## src/rtl/vga_timing_pkg.sv

```systemverilog
// Shared VGA timing constants (640x480@60 defaults) and coordinate width,
// used by the scan generator and by the renderers for screen bounds.
package vga_timing_pkg;

  localparam int COORD_W = 10;

  localparam int DEF_CLK_DIV  = 4;
  localparam int DEF_H_ACTIVE = 640;
  localparam int DEF_H_FP     = 16;
  localparam int DEF_H_SYNC   = 96;
  localparam int DEF_H_BP     = 48;
  localparam int DEF_V_ACTIVE = 480;
  localparam int DEF_V_FP     = 10;
  localparam int DEF_V_SYNC   = 2;
  localparam int DEF_V_BP     = 33;

  function automatic int scan_total(input int act, input int fp, input int sync, input int bp);
    return act + fp + sync + bp;
  endfunction

  localparam int H_TOTAL = scan_total(DEF_H_ACTIVE, DEF_H_FP, DEF_H_SYNC, DEF_H_BP);
  localparam int V_TOTAL = scan_total(DEF_V_ACTIVE, DEF_V_FP, DEF_V_SYNC, DEF_V_BP);

endpackage

```

## src/rtl/pixel_tick_div.sv

```systemverilog
// System-clock to pixel-tick divider. adv marks the edge on which the scan
// counters step; pixel_tick is the registered strobe seen by the renderers.
module pixel_tick_div
  import vga_timing_pkg::*;
#(
  parameter int CLK_DIV = DEF_CLK_DIV
) (
  input  logic clk,
  input  logic rst_n,
  input  logic en,
  output logic adv,
  output logic pixel_tick
);

  localparam int CNT_W = (CLK_DIV > 1) ? $clog2(CLK_DIV) : 1;
  localparam logic [CNT_W-1:0] LAST = CNT_W'(CLK_DIV - 1);

  logic [CNT_W-1:0] cnt_q, cnt_d;
  logic             tick_q, tick_d;

  always_comb begin
    cnt_d = cnt_q;
    if (en) begin
      cnt_d = (cnt_q == LAST) ? '0 : cnt_q + 1'b1;
    end
    adv    = en && (cnt_q == LAST);
    // strobe is high for the clk in which the count sits at its last value
    tick_d = en && (cnt_d == LAST);
  end

  always_ff @(posedge clk or negedge rst_n) begin
    if (!rst_n) begin
      cnt_q  <= '0;
      tick_q <= 1'b0;
    end else begin
      cnt_q  <= cnt_d;
      tick_q <= tick_d;
    end
  end

  assign pixel_tick = tick_q;

endmodule

```

## src/rtl/vga_scan_gen.sv

```systemverilog
// Raster scan generator: pixel coordinates plus hsync/vsync/video_on.
// Define SCAN_PIPE_EN to delay the sync/video decode by one pixel.
module vga_scan_gen
  import vga_timing_pkg::*;
#(
  parameter int CLK_DIV  = DEF_CLK_DIV,
  parameter int H_ACTIVE = DEF_H_ACTIVE,
  parameter int H_FP     = DEF_H_FP,
  parameter int H_SYNC   = DEF_H_SYNC,
  parameter int H_BP     = DEF_H_BP,
  parameter int V_ACTIVE = DEF_V_ACTIVE,
  parameter int V_FP     = DEF_V_FP,
  parameter int V_SYNC   = DEF_V_SYNC,
  parameter int V_BP     = DEF_V_BP
) (
  input  logic               clk,
  input  logic               rst_n,
  input  logic               en,
  output logic [COORD_W-1:0] x,
  output logic [COORD_W-1:0] y,
  output logic               hsync,
  output logic               vsync,
  output logic               video_on,
  output logic               pixel_tick,
  output logic               frame_start
);

  localparam int H_TOT = scan_total(H_ACTIVE, H_FP, H_SYNC, H_BP);
  localparam int V_TOT = scan_total(V_ACTIVE, V_FP, V_SYNC, V_BP);

  localparam logic [COORD_W-1:0] X_LAST = COORD_W'(H_TOT - 1);
  localparam logic [COORD_W-1:0] Y_LAST = COORD_W'(V_TOT - 1);
  localparam logic [COORD_W-1:0] X_VIS  = COORD_W'(H_ACTIVE);
  localparam logic [COORD_W-1:0] Y_VIS  = COORD_W'(V_ACTIVE);
  localparam logic [COORD_W-1:0] HS_LO  = COORD_W'(H_ACTIVE + H_FP);
  localparam logic [COORD_W-1:0] HS_HI  = COORD_W'(H_ACTIVE + H_FP + H_SYNC);
  localparam logic [COORD_W-1:0] VS_LO  = COORD_W'(V_ACTIVE + V_FP);
  localparam logic [COORD_W-1:0] VS_HI  = COORD_W'(V_ACTIVE + V_FP + V_SYNC);

  // {hsync, vsync, video_on} for one coordinate
  function automatic logic [2:0] decode(input logic [COORD_W-1:0] xx,
                                        input logic [COORD_W-1:0] yy);
    logic hs, vs, vid;
    hs  = !((xx >= HS_LO) && (xx < HS_HI));
    vs  = !((yy >= VS_LO) && (yy < VS_HI));
    vid = (xx < X_VIS) && (yy < Y_VIS);
    return {hs, vs, vid};
  endfunction

  logic               adv;
  logic [COORD_W-1:0] x_q, x_d, y_q, y_d;
  logic               fs_q, fs_d;
  logic [2:0]         dec_q, dec_d;

  pixel_tick_div #(.CLK_DIV(CLK_DIV)) u_div (
    .clk        (clk),
    .rst_n      (rst_n),
    .en         (en),
    .adv        (adv),
    .pixel_tick (pixel_tick)
  );

  always_comb begin
    x_d  = x_q;
    y_d  = y_q;
    fs_d = 1'b0;
    if (adv) begin
      if (x_q == X_LAST) begin
        x_d = '0;
        if (y_q == Y_LAST) begin
          y_d  = '0;
          fs_d = 1'b1;
        end else begin
          y_d = y_q + 1'b1;
        end
      end else begin
        x_d = x_q + 1'b1;
      end
    end
  end

`ifdef SCAN_PIPE_EN
  // stage captures the pixel being left, so the decode trails x/y by one pixel
  always_comb begin
    dec_d = adv ? decode(x_q, y_q) : dec_q;
  end
`else
  // decode of the next coordinate lands on the same edge as x/y
  always_comb begin
    dec_d = decode(x_d, y_d);
  end
`endif

  always_ff @(posedge clk or negedge rst_n) begin
    if (!rst_n) begin
      x_q   <= '0;
      y_q   <= '0;
      fs_q  <= 1'b0;
      dec_q <= 3'b110;
    end else begin
      x_q   <= x_d;
      y_q   <= y_d;
      fs_q  <= fs_d;
      dec_q <= dec_d;
    end
  end

  assign x           = x_q;
  assign y           = y_q;
  assign frame_start = fs_q;
  assign hsync       = dec_q[2];
  assign vsync       = dec_q[1];
  assign video_on    = dec_q[0];

endmodule

```

## config.mk

```make
export PLATFORM = sky130hd
export DESIGN_NAME = vga_scan_gen
export DESIGN_NICKNAME = d
export VERILOG_FILES = /design/src/rtl/vga_timing_pkg.sv /design/src/rtl/pixel_tick_div.sv /design/src/rtl/vga_scan_gen.sv
export SDC_FILE = /design/constraint.sdc
export NUM_CORES = 1
export LEC_CHECK = 0
export CAP_MARGIN = 30
export CORE_MARGIN = 2
export CORE_UTILIZATION = 50
export CTS_CLUSTER_DIAMETER = 100
export DETAILED_ROUTE_END_ITERATION = 6
export GPL_TIMING_DRIVEN = 0
export PLACE_DENSITY = 0.77
export RECOVER_POWER = 100
export SETUP_SLACK_MARGIN = 0.1
export SYNTH_ARGS = -nofsm -noshare
export SYNTH_HDL_FRONTEND = slang
export SYNTH_SLANG_ARGS = --single-unit
```

## constraint.sdc

```tcl
create_clock -name clk -period 2.7 [get_ports clk]
set_input_delay 0.675 -clock clk [delete_from_list [all_inputs] [get_ports clk]]
set_output_delay 0.675 -clock clk [all_outputs]
set_load 0.005 [all_outputs]
```

==> flow_summary_export.csv, run 1 <==
group,metric,value,unit
status,status,"finished, final reports clean",
synth,postSynthAreaPerCell,9.94,um2
synth,synth.distinct_cells,50,
die,start_util,0.514,
timing,maxSlewViolCount,0,
layout,final_common_cell,"dlygate4sd3_1",
clock_network,cts_hold_buf,0,
clock_network,cts-root-buf,"clkbuf_4",
synth,async_reset_ff_frac,1.00,
timing,worst_pin_slew,0.899,ns
global_routing,grt_max_degree,17,
global_routing,antenna_found_initial,0,
die,die_h,59.3,um
clock_network,path_clk_slew,0.14,ns
layout,syn_to_final_growth,21.7,%
worst_setup_path,cp_data_required_time,2.94,ns
detailed_routing,drt_pass1_iterations,4,
clock_network,numCtsBuffers,3,
detailed_routing,routed_wl,3260,um
hold_path,hold_start,"u_div.cnt_q[0]$_DFF_PN0_",
worst_setup_path,worst-path-max-fanout,10,
clock_network,cts_buffer_depth,2,
synth,syn_inst,154,
timing,fin_crit,2.47,ns
worst_setup_path,cp-start-kind,"input pin",
synth,synth.yosys.seq_area_share,0.443,
worst_setup_path,worstReg2RegStart,"u_div.cnt_q[0]$_DFF_PN0_",
global_routing,grt_pass1_vias,1274,
clock_network,htreeDepth,1,
synth,synth_edf_count,0,
synth,synth.area.top_cells,"dfrtp_1 (41%), xnor2_1 (4.0%), dfstp_2 (3.4%)",
worst_setup_path,setup.worst_path.class,"input pin to register",
timing,setup_viol,0,
synth,yosys.area.top_type,"dfrtp_1",
timing,finalCritPeriodShare,0.915,
clock_network,ctsResizeCount,0,
timing,fin_setup_tns,0,ns
die,ios,28,
global_routing,grt.total_usage,0.212,
layout,fill_cells,261,
power,pwr_density_cell,456,nW/um2
layout,post_route_cells_drive_above_1_share,0.118,
timing,slew_headroom,0.400,
layout,antenna_cells,0,
timing,finalHoldViolations,0,
power,vdd_drop_max,0.000212,V
die,row_count,20,
power,power.total,0.000850,W
clock_network,cts_setup_buffers,0,
clock_network,clock_latency,0.32,ns
worst_setup_path,cp-end-kind,"register",
timing,max_freq,405,MHz
placed_design,port_buffers,27,
synth,syn-num-nets,161,
worst_setup_path,critPathArrivalTime,2.72,ns
placed_design,gp_congestion,0.895,
clock_network,cts_sinks,27,
flow_run,maxCapViolCount,0,
timing,grt_setup_unrepaired,"no",
global_routing,grt_pass1_wl,5710,um
power,leakagePower,0.793,nW
synth,yosys_register_bits,27,
layout,final_nets,194,
detailed_routing,num_vias,1296,
global_routing,grt.overflow.total,0,
worst_setup_path,setup.worst_path.start,"en",
synth,synth_area,1530,um2
clock_network,cts_tree,"yes",
detailed_routing,drt_iter0_markers,22,
die,dieWidth,59.3,um
detailed_routing,viasPerCell,5.92,
detailed_routing,drc_errors,0,
layout,final_cell_mix,"dlygate4sd3_1 (27), dfrtp_1 (25), nand2_1 (13), nor3_1 (9), nand3_1 (9)",
timing,clock_skew,0.00455,ns
synth,yosys_warnings,0,
hold_path,hp-class,"register to register",
detailed_routing,antenna_left,0,
die,core,2980,um2
die,die_area,3520,um2
synth,yosys_most_used_dff,"dfrtp_1",
synth,synth.top_cell.area_share,0.408,
placed_design,hpwl,2450,um
detailed_routing,routedWlPerCell,14.9,um
==> flip-flops by register name (all words and copies together), names as in the netlist <==
name,count
dec_q,3
x,10
y,10
u_div.pixel_tick,1
frame_start,1
u_div.cnt_q,2
==> cell families after synthesis <==
family / synth area share
compound gates: 0.148
mux: 0.00735
buf+inv: 0.0498
fa+ha+maj: 0.0327
flops: 0.443
xor+xnor: 0.0515
simple gates: 0.268
==> stage by stage <==
| stage | setup WS (ns) | instances | utilization | hold slack (ns) | instance area, um2 |
|---|---|---|---|---|---|
| final | 0.229 | 219 | 0.626 | 0.504 | 1860 |
| after global routing | 0.171 | 219 | 0.626 | 0.547 | 1860 |
| after CTS | 0.419 | 219 | 0.637 | 0.503 | 1900 |
| after detailed placement | 0.0615 | 215 | 0.628 | 0.483 | 1870 |
| after global placement | 0.114 | 214 | 0.619 | 0.460 | 1840 |
| after floorplan | 0.794 | 154 | - | 0.379 | 1530 |
==> final timing paths <==
path                                                    to  slack (ns)  depth (start not counted)
worst max register to register          dec_q[0]$_DFF_PN0_        0.57                          8
min in group asynchronous                   x[2]$_DFF_PN0_        0.75                          1
worst min register to register  u_div.pixel_tick$_DFF_PN0_        0.50                          1
worst max-delay path                    dec_q[0]$_DFF_PN0_        0.23                          8
worst min-delay path            u_div.pixel_tick$_DFF_PN0_        0.50                          1
max in group asynchronous                   y[5]$_DFF_PN0_        0.77                          2
==> where the power goes <==
group	leakage (nW)	internal (W)	switching (W)	total, W
combinational	0.431	0.0000956	0.0000798	0.000175
clock	0.0150	0.0000578	0.000115	0.000173
sequential	0.346	0.000452	0.0000495	0.000502
==> Yosys cell counts (all sizes together) (2+ instances only) <==
master  count
a21oi       6
a31oi       2
and2        2
and4        4
buf         6
clkbuf      2
dfrtp      25
dfstp       2
ha          4
inv         8
nand2      13
nand2b      2
nand3       9
nand4       7
nand4b      3
nor2        8
nor3       10
nor4b       2
o21ai       7
o31ai       3
o41ai       2
or2         2
or3         2
xnor2       7
xor2        2
==> area by class of cell <==
cell class                 count  area (um2)  area share
multi-input combinational    111         767       0.412
sequential                    27         678       0.364
timing repair buffer          28         274       0.147
buffer                         8        46.3      0.0248
tap                           33        41.3      0.0222
inverter                       8        30.0      0.0161
clock buffer                   4        26.3      0.0141
==> metal layers <==
layer / wire, um / GRT usage
met1: 1480 / 0.276
met2: 1650 / 0.361
met3: 102 / 0.0284
met4: 31 / 0.0714
met5: 0 / 0
==> worst max-delay path: stages <==
cell	delay [ns]
dlygate4sd3_1	0.67
and4_1	0.23
buf_4	0.15
and4_1	0.30
buf_6	0.18
o21ai_0	0.09
a22o_1	0.27
a211oi_2	0.15
(Power assumes the default switching activity.)
==> run 2: changes to the inputs <==
--- a/config.mk
+++ b/config.mk
@@ -5,13 +5,14 @@
 export SDC_FILE = /design/constraint.sdc
 export NUM_CORES = 1
 export LEC_CHECK = 0
+export ABC_AREA = 1
 export CAP_MARGIN = 30
 export CORE_MARGIN = 2
-export CORE_UTILIZATION = 50
+export CORE_UTILIZATION = 47
 export CTS_CLUSTER_DIAMETER = 100
 export DETAILED_ROUTE_END_ITERATION = 6
 export GPL_TIMING_DRIVEN = 0
-export PLACE_DENSITY = 0.77
+export PLACE_DENSITY = 0.75
 export RECOVER_POWER = 100
 export SETUP_SLACK_MARGIN = 0.1
 export SYNTH_ARGS = -nofsm -noshare
==> constraint.sdc (replaced) <==
create_clock -name clk -period 2.2 [get_ports clk]
set_input_delay 0.55 -clock clk [delete_from_list [all_inputs] [get_ports clk]]
set_output_delay 0.55 -clock clk [all_outputs]
set_load 0.005 [all_outputs]
==> run 2 against run 1 <==
Clock power is 30% higher. Clock-buffer cell count shrank 1. Via count rose by 16%. Final cell count increased by 41%. Die area grew 15%. Synthesized cell count grew 50%. Setup slack lost 0.044 ns. Power grew 79%. Sequential share of layout area fell by 2.4 points. Critical path type unchanged. Critical endpoint unchanged. Highest routed layer unchanged.
==> flow_summary_export.csv, run 2 <==
group,metric,value,unit
timing,clock_skew,0.00788,ns
detailed_routing,drt_iter0_markers,109,
power,swShare,0.392,
synth,postSynthAreaPerCell,7.20,um2
synth,synth_area,1660,um2
worst_setup_path,cp-start-kind,"input pin",
timing,fin_setup_tns,0,ns
synth,syn-num-nets,238,
clock_network,numCtsBuffers,3,
clock_network,cts_hold_buf,0,
power,pwr_density_cell,762,nW/um2
power,power_frac_seq,0.460,
detailed_routing,drt_pass1_iterations,4,
placed_design,dpl_cell_area,2020,um2
synth,synth.distinct_cells,26,
detailed_routing,routedWlPerCell,11.2,um
layout,final_cell_mix,"nand2_1 (49), inv_1 (43), nor2_1 (34), nand3_1 (26), dlygate4sd3_1 (26)",
clock_network,cts-root-buf,"clkbuf_4",
placed_design,hpwl,2820,um
power,power_frac_comb,0.392,
timing,max_freq,496,MHz
flow_run,maxCapViolCount,0,
synth,syn_inst,231,
worst_setup_path,cp-end-kind,"register",
timing,finalHoldViolations,0,
detailed_routing,drc_errors,0,
worst_setup_path,worstReg2RegStart,"u_div.cnt_q[0]$_DFF_PN0_",
worst_setup_path,r2r_slack,0.28,ns
synth,async_reset_ff_frac,1.00,
worst_setup_path,cpMostUsedCell,"nor2_1",
synth,synth.area.top_cells,"dfrtp_1 (38%), nand2_1 (11%), inv_1 (9.5%)",
timing,finalCritPeriodShare,0.916,
power,switching_power,0.000596,W
clock_network,cts_sinks,27,
detailed_routing,antenna_left,0,
timing,fin_crit,2.02,ns
worst_setup_path,cp_cell_sequence,"clkdlybuf4s50_1 > nand2_4 > inv_2 > buf_2 > nand3_1 > nand2_1 > nor2_1 > nand3_1 > nor2_1 > nor2_1",
detailed_routing,routed_wl,3450,um
timing,grt_setup_unrepaired,"no",
die,row_count,21,
layout,ff_latch_area,678,um2
synth,yosys_most_used_dff,"dfrtp_1",
synth,synth.yosys.seq_area_share,0.408,
timing,maxSlewViolCount,0,
layout,final_area,2000,um2
power,vdd_drop_max,0.000368,V
worst_setup_path,slowest_delay,0.50,ns
die,ios,28,
synth,yosys_warnings,0,
clock_network,cts_tree,"yes",
synth,synth.top_cell.area_share,0.376,
worst_setup_path,r2r_end,"dec_q[0]$_DFF_PN0_",
synth,yosys.area.top_type,"dfrtp_1",
placed_design,dp.cells,305,
global_routing,grt_max_degree,18,
synth,yosys_register_bits,27,
clock_network,ctsResizeCount,0,
global_routing,grt.overflow.total,0,
layout,multi_input_area,763,um2
clock_network,path_clk_slew,0.16,ns
global_routing,grt.total_usage,0.194,
worst_setup_path,critPathArrivalTime,2.26,ns
power,p_int,0.000924,W
global_routing,grt_pass1_vias,1344,
worst_setup_path,r2r_cells,10,
die,die_area,4030,um2
hold_path,hp-class,"input pin to asynchronous set/reset pin",
die,dieWidth,63.5,um
layout,fill_cells,352,
detailed_routing,num_vias,1506,
die,die_h,63.5,um
layout,syn_to_final_growth,19.9,%
layout,final_nets,271,
worst_setup_path,setup.worst_path.class,"input pin to register",
timing,setup_viol,0,
clock_network,cts_setup_buffers,0,
layout,antenna_cells,0,
clock_network,clock_latency,0.34,ns
clock_network,htreeDepth,1,
timing,hold_ws,0.566,ns
layout,post_route_cells_drive_above_1_share,0.0875,
placed_design,port_buffers,27,
power,leakagePower,1.07,nW
worst_setup_path,slowest_stage,"clkdlybuf4s50_1",
timing,worst_pin_slew,0.894,ns
worst_setup_path,worst-path-max-fanout,10,
clock_network,cts_buffer_depth,2,
placed_design,gp_congestion,0.878,
detailed_routing,viasPerCell,4.87,
layout,instances_no_fill,309,
status,status,"finished, final reports clean",
synth,yosys-top-cells-count,"nand2_1 (47), inv_1 (42), nor2_1 (31)",
global_routing,grt_pass1_wl,6180,um
die,start_util,0.495,
power,clockPowerShare,0.148,
synth,synth_edf_count,0,
layout,final_common_cell,"nand2_1",
synth,synth_most_common_cell,"nand2_1",
die,core,3360,um2
worst_setup_path,cp_data_required_time,2.45,ns
timing,slew_headroom,0.404,
global_routing,antenna_found_initial,0,
[run 2: power groups by stage]
stage	clock network [W]	registers, W	logic [W]
6_report	0.000225	0.000700	0.000596
5_1_grt	0.000258	0.000722	0.000701
4_1_cts	0.000232	0.000706	0.000651
3_5_place_dp	0	0.000716	0.000648
3_3_place_gp	0	0.000711	0.000627
2_1_floorplan	0	0.000703	0.000382
[run 2: critical path, delay by kind of cell]
family,cells,cell delay (ns)
buffers and inverters,3,0.72
and+or+nand+nor,7,0.98
[run 2: per-stage QoR]
stage | util | worst slack, ns | total power, W
after global placement | 0.592 | -0.115 | 0.00134
after CTS | 0.609 | 0.244 | 0.00159
final | 0.593 | 0.184 | 0.00152
after floorplan | - | 0.602 | 0.00108
after detailed placement | 0.600 | -0.118 | 0.00136
after global routing | 0.593 | 0.0699 | 0.00168
[run 2: cell families (layout without fill, tap and decap cells)]
family / count (synthesis) / in the layout / share of synthesized area
AO/OA/AOI/OAI: 20 / 20 / 0.0654
flip-flops: 27 / 27 / 0.408
buffers and inverters: 51 / 83 / 0.117
AND/OR/NAND/NOR: 129 / 129 / 0.380
adder cells (fa/ha/maj): 4 / 4 / 0.0301
[run 2: worst max path at each step]
stage	startpoint	end
finish	en	dec_q[0]$_DFF_PN0_
global route	en	dec_q[0]$_DFF_PN0_
CTS	en	dec_q[0]$_DFF_PN0_
detailed placement	en	dec_q[0]$_DFF_PN0_
global placement	en	dec_q[0]$_DFF_PN0_
floorplan	x[0]$_DFF_PN0_	dec_q[0]$_DFF_PN0_
[run 2: cell type report]
type	count	area share
multi-input combinational	153	0.382
sequential	27	0.340
timing repair buffer	28	0.137
inverter	50	0.0953
tap	46	0.0288
clock buffer	3	0.0113
clock inverter	1	0.00251
buffer	1	0.00251
[run 2: layer usage]
metal / routed length [um] / track usage
met5: 0 / 0
met4: 41 / 0.0571
met3: 159 / 0.0304
met2: 1590 / 0.300
met1: 1660 / 0.280
